<file path="config.mk">
export PLATFORM = sky130hd
export DESIGN_NAME = riscv_regfile_mp
export DESIGN_NICKNAME = d
export VERILOG_FILES = /design/src/rtl/riscv_regfile_mp.sv
export SDC_FILE = /design/constraint.sdc
export NUM_CORES = 2
export LEC_CHECK = 0
export BUFFER_PORTS_ARGS = -buffer_cell sky130_fd_sc_hd__buf_4
export CAP_MARGIN = 20
export CORE_UTILIZATION = 50
export CTS_CLUSTER_DIAMETER = 40
export DETAILED_ROUTE_END_ITERATION = 12
export PLACE_DENSITY = 0.66
export SLEW_MARGIN = 40
export SYNTH_ARGS = -nofsm -noshare
export SYNTH_HDL_FRONTEND = slang
export SYNTH_SLANG_ARGS = --single-unit
</file>
<file path="constraint.sdc">
create_clock -name clk_in -period 5.28 [get_ports clk_in]
set_clock_uncertainty 0.2 [all_clocks]
set_input_delay 0.792 -clock clk_in [delete_from_list [all_inputs] [get_ports clk_in]]
set_output_delay 0.792 -clock clk_in [all_outputs]
set_load 0.1 [all_outputs]
</file>
<file path="src/rtl/riscv_regfile_mp.sv">
// ============================================================================
//  Module   : riscv_regfile_mp
//  Purpose  : Multi-port RISC-V integer register file with scoreboard and
//             clear-FSM initialisation (array itself has no reset).
//  Revision : 1.0 - initial release
// ============================================================================
`default_nettype none

module riscv_regfile_mp #(
    parameter int XLEN   = 32,
    parameter int NREGS  = 32,
    parameter int NRD    = 2,
    parameter int BYPASS = 1,
    localparam int AW    = $clog2(NREGS)
) (
    input  logic                 clk_in,
    input  logic                 rst_n_in,
    input  logic                 clear_in,
    output logic                 ready_out,
    input  logic [NRD*AW-1:0]    rs_addr_in,
    output logic [NRD*XLEN-1:0]  rs_data_out,
    input  logic                 rd_we_in,
    input  logic [AW-1:0]        rd_addr_in,
    input  logic [XLEN-1:0]      rd_data_in,
    input  logic                 claim_in,
    input  logic [AW-1:0]        claim_addr_in,
    input  logic                 flush_in,
    output logic [NREGS-1:0]     busy_out,
    input  logic [AW-1:0]        reg_debug_in,
    output logic [XLEN-1:0]      reg_debug_out
);

    localparam logic [0:0] ST_CLEAR = 1'b0;
    localparam logic [0:0] ST_READY = 1'b1;

    logic [0:0]      state_q, state_d;
    logic [AW-1:0]   cnt_q, cnt_d;
    logic [NREGS-1:0] busy_q, busy_d;
    logic [XLEN-1:0] mem_q [NREGS];

    logic            w_ready;
    logic            w_user_we;
    logic            w_claim_ok;
    logic            w_wr_en;
    logic [AW-1:0]   w_wr_addr;
    logic [XLEN-1:0] w_wr_data;

    assign w_ready    = (state_q == ST_READY);
    assign w_user_we  = w_ready && rd_we_in && (rd_addr_in != '0);
    assign w_claim_ok = w_ready && claim_in && (claim_addr_in != '0);

    // The single array write port is shared between the clear sweep and user writes.
    always_comb begin
        state_d   = state_q;
        cnt_d     = cnt_q;
        w_wr_en   = 1'b0;
        w_wr_addr = cnt_q;
        w_wr_data = '0;
        case (state_q)
            ST_CLEAR: begin
                w_wr_en   = 1'b1;
                w_wr_addr = cnt_q;
                cnt_d     = cnt_q + AW'(1);
                if (cnt_q == AW'(NREGS - 1)) begin
                    state_d = ST_READY;
                    cnt_d   = AW'(1);
                end
            end
            ST_READY: begin
                if (w_user_we) begin
                    w_wr_en   = 1'b1;
                    w_wr_addr = rd_addr_in;
                    w_wr_data = rd_data_in;
                end
                if (clear_in) begin
                    state_d = ST_CLEAR;
                    cnt_d   = AW'(1);
                end
            end
            default: begin
                state_d = ST_CLEAR;
                cnt_d   = AW'(1);
            end
        endcase
    end

    // Claim is applied after the write-clear so it wins; flush/clear override both.
    always_comb begin
        busy_d = busy_q;
        if (w_user_we) begin
            busy_d[rd_addr_in] = 1'b0;
        end
        if (w_claim_ok) begin
            busy_d[claim_addr_in] = 1'b1;
        end
        if (flush_in || (w_ready && clear_in)) begin
            busy_d = '0;
        end
        busy_d[0] = 1'b0;
    end

    always_ff @(posedge clk_in or negedge rst_n_in) begin
        if (!rst_n_in) begin
            state_q <= ST_CLEAR;
            cnt_q   <= AW'(1);
            busy_q  <= '0;
        end else begin
            state_q <= state_d;
            cnt_q   <= cnt_d;
            busy_q  <= busy_d;
        end
    end

    always_ff @(posedge clk_in) begin
        if (w_wr_en) begin
            mem_q[w_wr_addr] <= w_wr_data;
        end
    end

    generate
        for (genvar k = 0; k < NRD; k++) begin : g_rd
            logic [AW-1:0]   w_addr;
            logic [XLEN-1:0] w_raw;
            logic [XLEN-1:0] w_val;

            assign w_addr = rs_addr_in[k*AW +: AW];
            assign w_raw  = (w_addr == '0) ? '0 : mem_q[w_addr];

            if (BYPASS != 0) begin : g_byp
                assign w_val = (w_user_we && (w_addr == rd_addr_in)) ? rd_data_in : w_raw;
            end else begin : g_nobyp
                assign w_val = w_raw;
            end

            assign rs_data_out[k*XLEN +: XLEN] = w_ready ? w_val : '0;
        end
    endgenerate

    assign reg_debug_out = (w_ready && (reg_debug_in != '0)) ? mem_q[reg_debug_in] : '0;
    assign ready_out     = w_ready;
    assign busy_out      = busy_q;

endmodule

`default_nettype wire

</file>
==> reports/results.env <==
OUTCOME='complete, no violations'
FIN_CRIT_NS=4.53
POSTSYNTHNETCOUNT=3220
WL_PER_CELL_MICRONS=39.6
VIA_COUNT_OF_THE_FIRST_GLOBAL_ROUTING_PASS=38700
YOSYSSEQAREASHARE_PCT=54.2
CRITICAL-PATH-TOP-CELL-BY-COUNT='buf_4'
DRT-INITIAL-DRC-COUNT=5096
SYNTH_TOP_FAMILY_BY_AREA='multiplexers'
SYNTH-WARNING-COUNT=0
PATH_CELLS='buf_4, nor3_1, a21boi_0, buf_4, a31oi_4, buf_4, a221o_1, buf_4'
CTS.REPORTEDPATHS.CLKPINSLEW_NS=0.06
FINAL_LAYOUT_SIZE_SUFFIX_GT1_SHARE_PCT=43.1
SYNTH_XOR_AREA_SHARE_PCT=0.180
CTS.SINK_COUNT=1061
CTS-BUFFERS-INSERTED=147
DRT_FIRST_PASS_ITERS=6
GRT_UTIL_ALL_LAYERS_PCT=33.6
VDD_DROP_MAX_uV=403
AREA_DELTA_SYNTH_FINAL_PCT=15.6
ANTENNA_VIOLATIONS_BEFORE_REPAIR=1
AVGSYNTHCELLAREA_SQ_UM=18.5
SETUP_VIOL=0
INITIAL_CORE_UTIL_PCT=50.4
GRT_FIRST_PASS_WIRELENGTH_MICRONS=280000
SETUP-TNS-FINAL_NS=0
YS_SEQ_ELEMENTS=1061
CTS_POST_SETUP_BUFFERS_INSERTED=0
RELSLEWSLACK_PCT=39.8
POST_SYNTH_AND_OR_NAND_NOR_AREA_FRACTION_PCT=3.12
POST_CTS_RESIZE_COUNT=0
SYN_INST=3155
TIGHTESTPINTRANSITION_NS=0.902
TIMING.CRITICAL_PATH.TO_TYPE='output port'
CTS_TREE='done'
MAX_CAP_VIOLATIONS=0
TIMING_MAX_TRANSITION_VIOLATIONS_FINAL=0
P_PER_AREA_nW_PER_UM2=415
GRT_OVERFLOW=0
DETAIL_ROUTE.VIAS_PER_CELL=7.52
GRT_SETUP_UNREPAIRED='false'
CRITICAL-PATH-SLOWEST-CELL='a31oi_4'
POST_SYNTH_NUM_CELL_TYPES=47
CHIPWIDTH_MICRONS=344
YOSYS-MUX-AREA-FRACTION_PCT=35.2
DIEAREA_SQ_UM=118000
CRIT_ARRIVAL_NS=3.54
HOLD_SLACK_NS=0.0534
CTS.HTREE.LEVELS=4
PLACE.DETAILED.HPWL_MICRONS=119000
SYNTH_EDF_COUNT=1024
GRT_MAX_DEGREE=103
LAYOUT.NETS=3392
PORTBUFFERS=190
ANT_NETS=0
NUM_ROWS=125
GP_CONGESTION=0.866
DIE_H_MICRONS=344
DRT-TOTAL-WL_MICRONS=197000
SYNTH.CELL_AREA_SQ_UM=58500
WORST_SKEW_PAIR_LATER_PIN_LATENCY_NS=0.75
FILLERS=8449
MIN-DELAY-PATH-CLASS='in -> reg'
CRITICAL_PATH.MAX_FANOUT=13
REQUIRED_NS=4.29
CELLLEAKAGEPOWER_nW=22.8
TIMING.SETUP.CRITICAL_PATH_CLASS='in -> out'
CLOCK-ROOT-BUFFER='clkbuf_16'
TIMING_HOLD_VIOLATIONS_FINAL=0
SYNTH-ASYNC-RESET-RATIO_PCT=3.49
FINAL_MIN_PERIOD_OVER_CLOCK_PERIOD_PCT=85.8
DRC=0
CLOCK.FMAX_MHz=221
CORE_AREA_SQ_UM=116000
SYNTH-ADDER-AREA-SHARE_PCT=0.0428
ROUTE.VIAS.TOTAL=37400
CP_SLOWEST_STAGE_DELAY_NS=0.75
DOMINANTREGCELLSYNTH='edfxtp_1'
CRITPATHLAUNCHTYPE='input pin'
CTSLONGESTPATHBUFFERS=3
SYNTH-COMPOUND-AREA-SHARE_PCT=4.43
TOP_LEVEL_PORTS=192
-- repair_timing --
item / in CTS / in global routing
endpoints found under the setup margin: 0 / 0
hold buffers: 1 / 0
endpoints found under the hold margin: 36 / 0
-- cells in the final DEF, fill, tap and decap left out, types with 5 or more instances in the layout --
cell | Yosys | routed
edfxtp_1 | 1024 | 1024
mux4_2 | 768 | 768
mux2i_1 | 256 | 256
buf_4 | 21 | 245
clkbuf_16 | 0 | 154
a22oi_1 | 128 | 128
nand2_1 | 105 | 103
buf_12 | 0 | 70
mux2_2 | 64 | 64
and4_1 | 64 | 64
a221o_1 | 64 | 64
o21ai_0 | 39 | 39
nor2_4 | 0 | 37
nor3_1 | 36 | 36
dfrtp_1 | 36 | 36
a22o_1 | 35 | 35
o22ai_1 | 35 | 34
a21oi_1 | 34 | 33
and2_2 | 0 | 33
inv_6 | 0 | 22
clkinv_2 | 0 | 16
clkbuf_1 | 127 | 16
clkinv_1 | 0 | 15
clkinvlp_4 | 0 | 13
bufinv_16 | 0 | 12
xor2_1 | 11 | 11
nor2_1 | 47 | 10
nand3_1 | 9 | 9
clkinv_4 | 0 | 7
inv_8 | 0 | 7
buf_8 | 0 | 7
nand2b_1 | 7 | 6
nand3b_1 | 6 | 6
nor2b_4 | 0 | 5
-- metal layers --
layer	part of all wire [%]	wire length [microns]	GRT usage, %
met5	0	0	0
met4	6.1	12100	18.9
met3	11	22200	8.31
met2	48	94500	53.1
met1	35	67900	42.9
-- cell type report --
| cell class | instances | area, sq um | share of cell area (%) |
|---|---|---|---|
| Sequential cell | 1061 | 31700 | 46.9 |
| Multi-Input combinational cell | 1784 | 25600 | 37.9 |
| Clock buffer | 171 | 3930 | 5.81 |
| Timing Repair Buffer | 329 | 3430 | 5.08 |
| Tap cell | 1524 | 1910 | 2.82 |
| Clock inverter | 98 | 1020 | 1.51 |
| Inverter | 4 | 15.0 | 0.0222 |
| Antenna cell | 1 | 2.50 | 0.00370 |
-- worst paths after layout --
path                          startpoint         endpoint  slack (ns)  cells after the start
max                        rd_addr_in[0]  rs_data_out[58]        0.75                      8
min                             clear_in        ready_out        0.05                      2
max reg2reg                    ready_out      mem_q[2][6]        2.09                      6
min reg2reg                     cnt_q[0]         cnt_q[0]        0.32                      2
max in group asynchronous       rst_n_in         cnt_q[0]        4.16                      2
min in group asynchronous       rst_n_in     busy_out[15]        0.35                      2
-- cell usage after synthesis (7+ instances only) --
| library cell | n | area share [%] |
|---|---|---|
| edfxtp_1 | 1024 | 53 |
| mux4_2 | 768 | 30 |
| mux2i_1 | 256 | 4.4 |
| a22oi_1 | 128 | 1.6 |
| clkbuf_1 | 127 | 0.82 |
| nand2_1 | 105 | 0.67 |
| buf_2 | 85 | 0.73 |
| a221o_1 | 64 | 1.1 |
| and4_1 | 64 | 0.96 |
| mux2_2 | 64 | 1.2 |
| nor2_1 | 47 | 0.30 |
| buf_6 | 42 | 0.81 |
| o21ai_0 | 39 | 0.33 |
| dfrtp_1 | 36 | 1.5 |
| nor3_1 | 36 | 0.31 |
| a22o_1 | 35 | 0.52 |
| o22ai_1 | 35 | 0.37 |
| a21oi_1 | 34 | 0.29 |
| and2_1 | 34 | 0.36 |
| buf_1 | 31 | 0.20 |
| buf_4 | 21 | 0.27 |
| xor2_1 | 11 | 0.16 |
| nand3_1 | 9 | 0.077 |
| nor2b_1 | 8 | 0.086 |
| nand2b_1 | 7 | 0.075 |
-- where the power goes --
| group | total (mW) | leakage [nW] | switching, mW | internal (mW) |
|---|---|---|---|---|
| clock network | 9.97 | 2.40 | 3.96 | 6.01 |
| registers | 11.0 | 10.0 | 0.549 | 10.5 |
| logic | 7.03 | 10.3 | 4.72 | 2.32 |
-- cells by family after synthesis --
logic type      count (synthesis)
simple gates                  333
mux                          1088
xor+xnor                       12
other cells                     1
flops                        1061
fa+ha+maj                       2
compound gates                348
buf+inv                       310
-- worst max-delay path, delay by kind of cell --
| kind | cells | cell delay, ns |
|---|---|---|
| AO/OA/AOI/OAI | 3 | 1.20 |
| buffers and inverters | 4 | 1.07 |
| AND/OR/NAND/NOR | 1 | 0.46 |
-- state kept, by name, indices dropped and copies added (netlist names) --
name       cells
cnt_q          5
mem_q       1024
ready_out      1
busy_out      31
-- per-stage QoR --
step,power [mW],utilization (%),instances,cell area [sq um],setup WS (ns)
3_3_place_gp,17.9,53.8,4695,62500,0.858
5_1_grt,28.7,58.2,4971,67600,0.686
2_1_floorplan,15.4,-,3155,58500,0.282
6_report,28.0,58.2,4972,67600,0.751
3_5_place_dp,18.1,53.9,4699,62600,0.810
4_1_cts,28.0,58.2,4969,67500,0.791
No activity file was read; power rests on OpenSTA's default activity.
